**src/rtl/fifo_chk_pkg.sv**
```systemverilog
// Shared types and constants for the FWFT FIFO read-side checker.
package fifo_chk_pkg;

  // Checker run state
  typedef enum logic [1:0] {
    IDLE = 2'd0,
    RUN  = 2'd1,
    DONE = 2'd2
  } state_e;

  // Throttle LFSR: 16-bit Galois, x^16 + x^14 + x^13 + x^11 + 1 (right-shifting form)
  localparam int unsigned       LFSR_W    = 16;
  localparam logic [LFSR_W-1:0] LFSR_SEED = 16'hACE1;
  localparam logic [LFSR_W-1:0] LFSR_TAPS = 16'hB400;

  // Width of a counter that must be able to hold the value 'limit'
  function automatic int unsigned wd_width(input int unsigned limit);
    return (limit < 2) ? 1 : $clog2(limit + 1);
  endfunction

endpackage

```
**src/rtl/fifo_chk_lfsr.sv**
```systemverilog
// Free-running Galois LFSR used to throttle FIFO reads.
module fifo_chk_lfsr
  import fifo_chk_pkg::*;
(
  input  logic              clk,
  input  logic              rst,
  input  logic              en,
  output logic [LFSR_W-1:0] lfsr
);

  // Shift right, folding the taps in whenever a one falls out of bit 0
  always_ff @(posedge clk or posedge rst) begin
    if (rst) begin
      lfsr <= LFSR_SEED;
    end else if (en) begin
      lfsr <= (lfsr >> 1) ^ (lfsr[0] ? LFSR_TAPS : '0);
    end
  end

endmodule

```
**config.mk**
```make
export PLATFORM = sky130hd
export DESIGN_NAME = fifo_chk_lfsr
export DESIGN_NICKNAME = d
export VERILOG_FILES = /design/src/rtl/fifo_chk_pkg.sv /design/src/rtl/fifo_chk_lfsr.sv
export SDC_FILE = /design/constraint.sdc
export NUM_CORES = 1
export LEC_CHECK = 0
export CAP_MARGIN = 20
export CORE_ASPECT_RATIO = 0.7
export CORE_MARGIN = 3
export CORE_UTILIZATION = 33
export DETAILED_ROUTE_END_ITERATION = 12
export SLEW_MARGIN = 25
export SYNTH_ARGS = -nofsm -noshare
export SYNTH_HDL_FRONTEND = slang
export SYNTH_SLANG_ARGS = --single-unit
```
**constraint.sdc**
```tcl
create_clock -name clk -period 0.98 [get_ports clk]
set_input_delay 0.196 -clock clk [delete_from_list [all_inputs] [get_ports clk]]
set_output_delay 0.196 -clock clk [all_outputs]
set_load 0.01 [all_outputs]
```
==> flow_summary_export.csv, run 1 <==
group,metric,value,unit
status,status,"finished with violations",
status,violations,"negative setup slack",
layout,largest_reg_flops,16,
clock_network,cts_buffers,3,
synthesis,synth_warnings,0,
layout,diodes,0,
clock_network,path_clk_slew,90,ps
die,pin_count,19,
synthesis,ys_seq_elements,16,
detailed_routing,drt_wl_total,1420,µm
global_route,grt_max_degree,17,
synthesis,synth_area,659,µm²
power,powerDensity,3560,mW/mm²
sta,fin_crit,1150,ps
layout,area_delta_synth_final,65.8,%
place,hpwl,899,µm
synthesis,syn_avg_cell_area,16.1,µm²
synthesis,syn-instance-count,41,
place,gp_congestion,0.684,
synthesis,synth_fp_nets,44,
die,initial_core_util,38.2,%
power,p_total,0.00389,W
layout,fillCellCount,132,
synthesis,synthTopCellsByArea,"dfstp_2 (32%), dfrtp_1 (30%), mux2_2 (15%)",
detailed_routing,drtPass1Iterations,4,
layout,final_util,63.3,%
sta,setup_viol,21,
sta,fin_crit_sh,117,%
sta,worst_pin_slew,180,ps
clock_network,clock-sinks,16,
global_route,grt_pass1_vias,454,
die,fp.dieH,43.4,µm
global_route,track_usage,12.1,%
power,p_leak,0.522,nW
run,drv_cap,0,
die,core,0.00173,mm²
sta,slew_headroom,88.0,%
detailed_routing,postRouteAntennaNets,0,
synthesis,yosysTopAreaCell,"dfstp_2",
global_route,grt_pass1_wl,2290,µm
sta,fin_ws,-165,ps
place,port-buffer-count,18,
setup_path,cp-start-kind,"flip-flop",
die,die_w,59.4,µm
synthesis,synth_top_area_share,31.9,%
clock_network,cts_max_level,1,
global_route,grt_remaining_overflow,0,
die,rows,12,
clock_network,cts_hold_buf,0,
clock_network,cts_tree,"built",
global_route,antenna_found_initial,0,
layout,reg.largest.list,"lfsr x16",
min_path,hp-class,"primary input to async pin",
setup_path,cp_max_fo,2,
sta,slew_viol_final,0,
sta,skew,1.79,ps
setup_path,critPathBufInv,1,
setup_path,worstSetupEndpointType,"primary output",
setup_path,crit_arrival,950,ps
synthesis,synth_cell_types,10,
power,peakVddDrop,0.00191,V
sta,rsz0062_at_grt,"true",
detailed_routing,via_per_inst,4.46,
layout,layout-drive-gt1-share,80.0,%
clock_network,ctsRootBufferMaster,"clkbuf_4",
sta,fmax,873,MHz
detailed_routing,vias,450,
setup_path,cpPeakStageDelay,560,ps
die,die_area,0.00258,mm²
detailed_routing,drc,0,
detailed_routing,drtIter0Drc,5,
detailed_routing,post_drt_wl_per_cell,14.0,µm
setup_path,crit_chain,"buf_6",
synthesis,ys_seq_area_share,62.2,%
sta,whs,207,ps
setup_path,worstPathRequired,780,ps
setup_path,cp_slowest_cell,"dfstp_2",
layout,final_nets,84,
setup_path,crit_type,"flip-flop to primary output",
clock_network,clkLatencyLatePin,280,ps
clock_network,clockBufferDepth,2,
layout,top_register,"lfsr",
sta,hold_viol,0,
setup_path,cp_top_family,"flip-flops",
[Yosys cell counts]
cell type and count:
inv_1 1, mux2_2 9, dfstp_2 8, nor2_1 3
xnor2_1 3, buf_6 1, a21oi_1 3, mux2_4 4
buf_12 1, dfrtp_1 8
[kinds of logic after synthesis]
group | Yosys count | synth area share, %
compound gates | 3 | 2.28
mux | 13 | 24.5
xor+xnor | 3 | 3.99
buf+inv | 3 | 5.31
flops | 16 | 62.2
simple gates | 3 | 1.71
[final timing paths]
| path | start | to | slack, ps | depth (start not counted) |
|---|---|---|---|---|
| max | lfsr[11]$_DFFE_PP1P_ | lfsr[11] | -170 | 1 |
| min | rst | lfsr[9]$_DFFE_PP0P_ | 210 | 3 |
| max reg2reg | lfsr[0]$_DFFE_PP1P_ | lfsr[12]$_DFFE_PP0P_ | -110 | 4 |
| min reg2reg | lfsr[9]$_DFFE_PP0P_ | lfsr[8]$_DFFE_PP0P_ | 550 | 1 |
| max in group asynchronous | rst | lfsr[13]$_DFFE_PP1P_ | 570 | 3 |
| min in group clk | en | lfsr[14]$_DFFE_PP0P_ | 550 | 3 |
[per-stage QoR]
step	instance area [µm²]	TNS (ps)	cells	setup WS (ps)
after floorplan	659	0	41	77.0
after global placement	980	-7390	94	-357
after detailed placement	980	-7460	94	-372
after CTS	1040	-1680	100	-173
after global routing	1090	-2560	101	-199
final	1090	-1730	101	-165
[per-layer routing]
| layer | share of wire (%) | global-route usage (%) | up-vias |
|---|---|---|---|
| li1 | - | - | 218 |
| met1 | 47 | 15.8 | 215 |
| met2 | 44 | 18.1 | 15 |
| met3 | 7.0 | 5.06 | 2 |
| met4 | 2.0 | 4.07 | 0 |
| met5 | 0 | 0 | - |
[placed cells by master, fill, tap and decap left out, types with 3 or more instances in the layout]
| cell | synthesis | layout |
|---|---|---|
| xnor2_2 | 0 | 3 |
| buf_2 | 0 | 6 |
| clkbuf_4 | 0 | 3 |
| buf_6 | 1 | 13 |
| nor2_1 | 3 | 3 |
| dfrtp_1 | 8 | 8 |
| buf_4 | 0 | 13 |
| dfstp_2 | 8 | 8 |
| mux2_2 | 9 | 6 |
| mux2_4 | 4 | 7 |
[timing repair]
action / 4_1_cts / 5_1_grt
pin swaps: 1 / 4
setup buffers: 2 / 3
endpoints found under the hold margin: 0 / 0
resized for setup: 76 / 11
endpoints found under the setup margin: 30 / 19
cloned: 1 / 0
[layout make-up]
class / instances / area (µm²) / area share [%]
Sequential cell: 16 / 410 / 37.5
Timing Repair Buffer: 37 / 365 / 33.4
Multi-Input combinational cell: 22 / 251 / 23.0
Clock buffer: 4 / 36.3 / 3.32
Tap cell: 21 / 26.3 / 2.40
Inverter: 1 / 3.75 / 0.343
[where the power goes]
part	internal (W)	switching, W	leakage (nW)
Combinational	0.00139	0.000742	0.328
Clock	0.000226	0.000203	0.0210
Sequential	0.00111	0.000229	0.174
(Power assumes the default switching activity.)
==> run 2: changes to the inputs <==
ABC_AREA = 1   (was not set)
CTS_CLUSTER_SIZE = 28   (was not set)
clock period = 1.33 ns   (was 0.98 ns; I/O delays follow)
==> flow_summary_export.csv, run 2 <==
group,metric,value,unit
clock_network,ctsRootBufferMaster,"clkbuf_4",
synthesis,synth-async-reset-ratio,100,%
setup_path,critPathBufInv,1,
detailed_routing,drtPass1Iterations,3,
setup_path,cp-startpoint,"lfsr[3]$_DFFE_PP0P_",
layout,largest_reg_flops,16,
synthesis,ys.flop_type,"dfstp_2",
die,fp.dieH,44.1,µm
sta,setup_viol,0,
die,die_w,60.4,µm
place,gp_congestion,0.669,
sta,fin_crit_sh,95.0,%
detailed_routing,vias,525,
synthesis,ys_seq_area_share,60.0,%
layout,final_util,47.9,%
power,powerDensity,1630,mW/mm²
die,pin_count,19,
global_route,grt_max_degree,17,
place,hpwl,952,µm
setup_path,worstSetupEndpointType,"primary output",
detailed_routing,post_drt_wl_per_cell,10.8,µm
power,p_total,0.00148,W
run,drv_cap,0,
setup_path,cp_top_family,"flip-flops",
clock_network,clock-sinks,16,
detailed_routing,drc,0,
synthesis,synth_area,684,µm²
synthesis,syn-instance-count,71,
layout,area_delta_synth_final,33.1,%
layout,final_common_cell,"nand2_1",
setup_path,crit_arrival,1000,ps
synthesis,synth_edf_count,0,
sta,fin_crit,1260,ps
setup_path,path_depth,1,
min_path,hp-class,"primary input to async pin",
clock_network,clkLatencyLatePin,290,ps
setup_path,cp_max_fo,3,
sta,skew,6.16,ps
clock_network,cts_tree,"built",
setup_path,r2r-start,"lfsr[0]$_DFFE_PP1P_",
sta,slew_viol_final,0,
global_route,grt_pass1_vias,511,
detailed_routing,drt_wl_total,1320,µm
setup_path,r2r_slack,340,ps
clock_network,clockBufferDepth,2,
sta,hold_viol,0,
layout,final_area,911,µm²
global_route,grt_pass1_wl,2270,µm
power,p_leak,0.478,nW
setup_path,crit_type,"flip-flop to primary output",
detailed_routing,drtIter0Drc,8,
layout,final_cell_mix,"nand2_1 (25), buf_4 (10), inv_1 (9)",
setup_path,cp-start-kind,"flip-flop",
layout,reg.largest.list,"lfsr x16",
sta,rsz0062_at_grt,"false",
layout,top_register,"lfsr",
setup_path,cpPeakStageDelay,410,ps
detailed_routing,postRouteAntennaNets,0,
die,rows,13,
setup_path,reg2reg_depth,5,
setup_path,r2r-end,"lfsr[10]$_DFFE_PP1P_",
setup_path,cp_slowest_cell,"dfrtp_1",
synthesis,synth.top_cells.by_count,"nand2_1 (25), inv_1 (9), dfrtp_1 (8), dfstp_2 (8), o21ai_0 (7)",
setup_path,worstPathRequired,1060,ps
die,die_area,0.00266,mm²
clock_network,cts_buffers,3,
sta,tns,0,ps
global_route,track_usage,12.0,%
global_route,grt_remaining_overflow,0,
synthesis,synth_fp_nets,74,
sta,slew_headroom,86.6,%
layout,final_nets,104,
status,status,"completed",
detailed_routing,via_per_inst,4.30,
synthesis,synth_cell_types,12,
die,core,0.00190,mm²
die,initial_core_util,36.0,%
synthesis,yosysMostFrequentCell,"nand2_1",
sta,worst_pin_slew,201,ps
synthesis,ys_seq_elements,16,
layout,layout-drive-gt1-share,35.0,%
global_route,antenna_found_initial,0,
clock_network,path_clk_slew,100,ps
synthesis,synth_top_area_share,30.7,%
power,peakVddDrop,0.000722,V
sta,whs,271,ps
setup_path,crit_chain,"dlygate4sd2_1",
synthesis,synth_warnings,0,
clock_network,cts_hold_buf,0,
sta,fmax,791,MHz
layout,diodes,0,
synthesis,synthTopCellsByArea,"dfstp_2 (31%), dfrtp_1 (29%), nand2_1 (14%)",
synthesis,yosysTopAreaCell,"dfstp_2",
synthesis,syn_avg_cell_area,9.64,µm²
place,placed_cell_area,917,µm²
clock_network,cts_max_level,1,
place,port-buffer-count,18,
[run 2: logic make-up after synthesis]
kind of cell | after synthesis | synth area share, %
buffers and inverters | 13 | 12.4
AND/OR/NAND/NOR | 30 | 17.7
AO/OA/AOI/OAI | 12 | 9.87
flip-flops | 16 | 60.0
[run 2: report_power, final]
part	internal [W]	total [W]	switching, W
Clock	0.000167	0.000325	0.000158
Sequential	0.000638	0.000703	0.0000653
Combinational	0.000220	0.000454	0.000234
Total	0.00102	0.00148	0.000458
[run 2: area by class of cell]
class                      count  area [µm²]
fill                         196         992
sequential                    16         410
timing repair buffer          28         205
multi-input combinational     42         189
inverter                      10        42.5
clock buffer                   4        36.3
tap                           22        27.5
[run 2: worst max-delay path by stage]
stage	end	slack [ps]
5_1_grt	lfsr[1]	10
4_1_cts	lfsr[13]	0.4
3_5_place_dp	lfsr[5]	4
6_report	lfsr[3]	70
3_3_place_gp	lfsr[5]	10
2_1_floorplan	lfsr[10]$_DFFE_PP1P_	460
[run 2: repair_timing]
item / in CTS / in global routing
setup endpoints to repair: 16 / 7
buffers inserted: 0 / 1
gates resized for setup: 33 / 7
pin swaps: 0 / 0
[run 2: per-stage QoR]
stage,cells,setup slack (ps)
floorplan,71,459
global placement,117,14.3
detailed placement,117,4.44
CTS,121,0.369
global route,122,15.0
finish,122,66.2
[run 2: metal layers]
metal | share of wire (%) | GRT usage (%) | up-vias
li1 | - | - | 276
met1 | 48 | 16.1 | 228
met2 | 41 | 16.2 | 17
met3 | 9.4 | 7.00 | 4
met4 | 1.2 | 3.90 | 0
met5 | 0 | 0 | -
[run 2: worst reg2reg max path, cell delays in order (launching register included)]
cell	delay (ps)
dfstp_2	540
buf_4	120
inv_1	80
nand2_1	70
nand3_1	70
nand2_1	70
==> run 3: changes to the inputs <==
DONT_BUFFER_PORTS = 1   (was not set)
HOLD_SLACK_MARGIN = 0.05   (was not set)
==> flow_summary_export.csv, run 3 (same netlist as run 2, synthesis figures left out) <==
group,metric,value,unit
status,status,"completed",
die,core,0.00190,mm²
power,p_sw_share,32.2,%
setup_path,cp_max_fo,5,
power,powerDensity,1780,mW/mm²
place,port-buffer-count,0,
setup_path,crit_arrival,890,ps
detailed_routing,drtIter0Drc,20,
clock_network,clkLatencyLatePin,290,ps
die,die_w,60.4,µm
power,p_clk_share,25.2,%
detailed_routing,drc,0,
die,fp.dieH,44.1,µm
setup_path,worstSetupEndpointType,"primary output",
clock_network,ctsRootBufferMaster,"clkbuf_4",
sta,setup_viol,0,
place,place_ws,392,ps
power,peakVddDrop,0.000758,V
die,die_area,0.00266,mm²
layout,fillCellCount,194,
global_route,track_usage,10.8,%
layout,area_delta_synth_final,6.03,%
layout,final_cell_mix,"nand2_1 (25), inv_1 (9), dfstp_2 (8), dfrtp_1 (8), o21ai_0 (7)",
sta,tns,0,ps
sta,slew_viol_final,0,
die,initial_core_util,36.0,%
sta,fin_crit_sh,87.1,%
global_route,grt_pass1_vias,412,
clock_network,clock-sinks,16,
layout,fin_cells,96,
layout,seq_area,410,µm²
detailed_routing,drt_wl_total,1240,µm
sta,hold_viol,0,
sta,skew,1.31,ps
place,placedCellCount,90,
setup_path,crit_type,"flip-flop to primary output",
sta,fin_ws,171,ps
layout,top_register,"lfsr",
power,p_leak,0.332,nW
layout,largest_reg_flops,16,
place,hpwl,816,µm
sta,rsz0062_at_grt,"false",
setup_path,cp-start-kind,"flip-flop",
clock_network,cts_buffers,3,
min_path,hp-class,"primary input to flip-flop",
power,power_switching,0.000416,W
setup_path,worstPathRequired,1060,ps
global_route,grt_pass1_wl,1990,µm
detailed_routing,postRouteAntennaNets,0,
clock_network,clockBufferDepth,2,
sta,fin_crit,1160,ps
layout,layout-drive-gt1-share,23.0,%
run,drv_cap,0,
detailed_routing,via_per_inst,4.57,
layout,multiInputGateArea,189,µm²
detailed_routing,vias,439,
die,pin_count,19,
sta,fmax,863,MHz
global_route,grt_max_degree,18,
layout,reg.largest.list,"lfsr x16",
clock_network,cts_tree,"built",
clock_network,ctsResizeCount,0,
power,p_int,0.000876,W
detailed_routing,post_drt_wl_per_cell,13.0,µm
place,gp_congestion,0.885,
power,combPwrFrac,12.8,%
clock_network,path_clk_slew,90,ps
global_route,grt_remaining_overflow,0,
clock_network,cts_max_level,1,
detailed_routing,drtPass1Iterations,3,
global_route,antenna_found_initial,0,
sta,slew_headroom,59.8,%
power,seqPwrFrac,62.0,%
layout,final_util,38.1,%
layout,diodes,0,
sta,worst_pin_slew,603,ps
die,rows,13,
layout,final_nets,78,
layout,final_common_cell,"nand2_1",
-- run 3: what timing repair did --
item	in CTS	in global routing
hold buffers	2	0
buffers inserted	0	0
endpoints found under the hold margin	11	0
endpoints found under the setup margin	0	0
-- run 3: stage by stage --
step / power, W / hold slack, ps / area, µm²
5_1_grt: 0.00139 / 62.8 / 726
6_report: 0.00129 / 70.4 / 726
3_5_place_dp: 0.000975 / 256 / 669
4_1_cts: 0.00132 / 52.6 / 726
3_3_place_gp: 0.000972 / 252 / 669
2_1_floorplan: 0.000939 / 174 / 684
-- run 3: routing by layer --
metal / wire [µm] / global-route usage, % / vias up
met3: 163 / 9.33 / 3
met2: 495 / 12.5 / 18
met4: 17 / 2.60 / 0
li1: - / - / 226
met1: 567 / 14.6 / 192
met5: 0 / 0 / -
-- run 3: power groups by stage --
stage / Sequential (W) / Clock (W) / Combinational, W
3_5_place_dp: 0.000812 / 0 / 0.000162
3_3_place_gp: 0.000812 / 0 / 0.000160
6_report: 0.000801 / 0.000325 / 0.000165
4_1_cts: 0.000806 / 0.000344 / 0.000168
5_1_grt: 0.000824 / 0.000357 / 0.000204
2_1_floorplan: 0.000781 / 0 / 0.000158
-- run 3: worst paths after layout --
check	from	end	slack [ps]	depth (start not counted)
max in group asynchronous	rst	lfsr[14]$_DFFE_PP0P_	460	2
setup reg to reg	lfsr[0]$_DFFE_PP1P_	lfsr[10]$_DFFE_PP1P_	380	4
hold reg to reg	lfsr[10]$_DFFE_PP1P_	lfsr[10]$_DFFE_PP1P_	510	2
hold / removal	en	lfsr[6]$_DFFE_PP1P_	70	2
min in group asynchronous	rst	lfsr[4]$_DFFE_PP0P_	480	2
setup / recovery	lfsr[0]$_DFFE_PP1P_	lfsr[0]	170	0
-- run 3: area by class of cell --
type                    instances  share of cell area [%]
multi-input cells              42                    26.0
repair buffers                  2                    2.76
flip-flops and latches         16                    56.6
inverters                      10                    5.86
well taps                      22                    3.79
clock buffers                   4                    5.00
==> variant, RTL diff (flow settings as in run 3) <==
Set the package constant `LFSR_W` to 20 (it was 16).
--- a/src/rtl/fifo_chk_pkg.sv
+++ b/src/rtl/fifo_chk_pkg.sv
@@ -11,3 +11,3 @@
   // Throttle LFSR: 16-bit Galois, x^16 + x^14 + x^13 + x^11 + 1 (right-shifting form)
-  localparam int unsigned       LFSR_W    = 16;
+  localparam int unsigned       LFSR_W    = 20;
   localparam logic [LFSR_W-1:0] LFSR_SEED = 16'hACE1;
Interface: changed (resized lfsr); port bits go from 19 to 23. The function was not compared with the original's and may differ.
==> variant against run 3 <==
Die area increased by 4.4%. Worst setup slack got worse by 3.0 ps. Synthesized cell count increased by 7.0%. Sequential share of layout area decreased by 1.1 points. Sequential power increased by 0.5%. Combinational power increased by 6%. Critical path depth unchanged. Design area increased by 2.1%. Routed wire length increased by 9.0%. Power increased by 0.88%. Sequential cell count unchanged. Area after synthesis increased by 4.9%. Count of clock-buffer cells in the layout unchanged.
==> variant: results (changes against run 3) <==
- Met2 Routed Length: 524 µm (was 495 µm)
- Reg-to-reg slack, setup: 360 ps (was 380 ps)
- DRT iter0 DRCs: 19 (was 20)
- Post-synth cell types: 14 (was 12)
- Met1 Use GR: 16.1% (was 14.6%)
- Met3 wire length: 142 µm (was 163 µm)
- Hold Path End: lfsr[8] (was lfsr[6])
- Met1 Wirelength: 680 µm (was 567 µm)
- GRT met2 Usage: 13.8% (was 12.5%)
- Routed Wire Length: 1360 µm (was 1240 µm)
- Status: completed (unchanged)
- GR Util met3: 6.57% (was 9.33%)
- Fill cells: 207 (was 194)
- Gp weighted congestion: 0.719 (was 0.885)
- Leakage: 0.345 nW (was 0.332 nW)
- Skew final: 1.52 ps (was 1.31 ps)
- Clock network power share: 24.8% (was 25.2%)
- Post-DP HPWL: 905 µm (was 816 µm)
- Proportion of layout cells with a drive suffix above 1: 21.8% (was 23.0%)
- Nets: 82 (was 78)
- R2R Path End: lfsr[12] (was lfsr[10])
- Worst slew pin tran: 599 ps (was 603 ps)
- Multi-input gate area: 204 µm² (was 189 µm²)
- Post-synthesis compound-gate area fraction: 9.41% (was 9.87%)
- Vias in the first global route: 422 (was 412)
- Part of the power in registers: 61.8% (was 62.0%)
- Avg Inst Size Synth: 9.45 µm² (was 9.64 µm²)
[variant: cell types whose count changed in the layout (fill, tap and decap cells not counted)]
cell,delta
conb_1,+4
[variant: cells by family (layout without fill, tap and decap cells)]
logic type,Yosys count,in the layout
buffers and inverters,17,16
and+or+nand+nor,30,30
DFF,16,16
AOI/OAI and AO/OA,12,12
other,1,4
[variant: worst max-delay path by stage]
stage / startpoint / end / slack (ps) / cells after the start
CTS: lfsr[0] / lfsr[0] / 150 / 0
floorplan: lfsr[0] / lfsr[10] / 460 / 4
detailed placement: lfsr[0] / lfsr[12] / 390 / 4
global placement: lfsr[0] / lfsr[10] / 410 / 4
finish: lfsr[0] / lfsr[0] / 170 / 0
global route: lfsr[0] / lfsr[0] / 140 / 0
[variant: layout make-up]
class,instances,area share (%)
tap,22,3.72
clock buffer,4,4.90
timing repair buffer,2,2.70
sequential,16,55.4
multi-input combinational,46,27.5
inverter,10,5.74
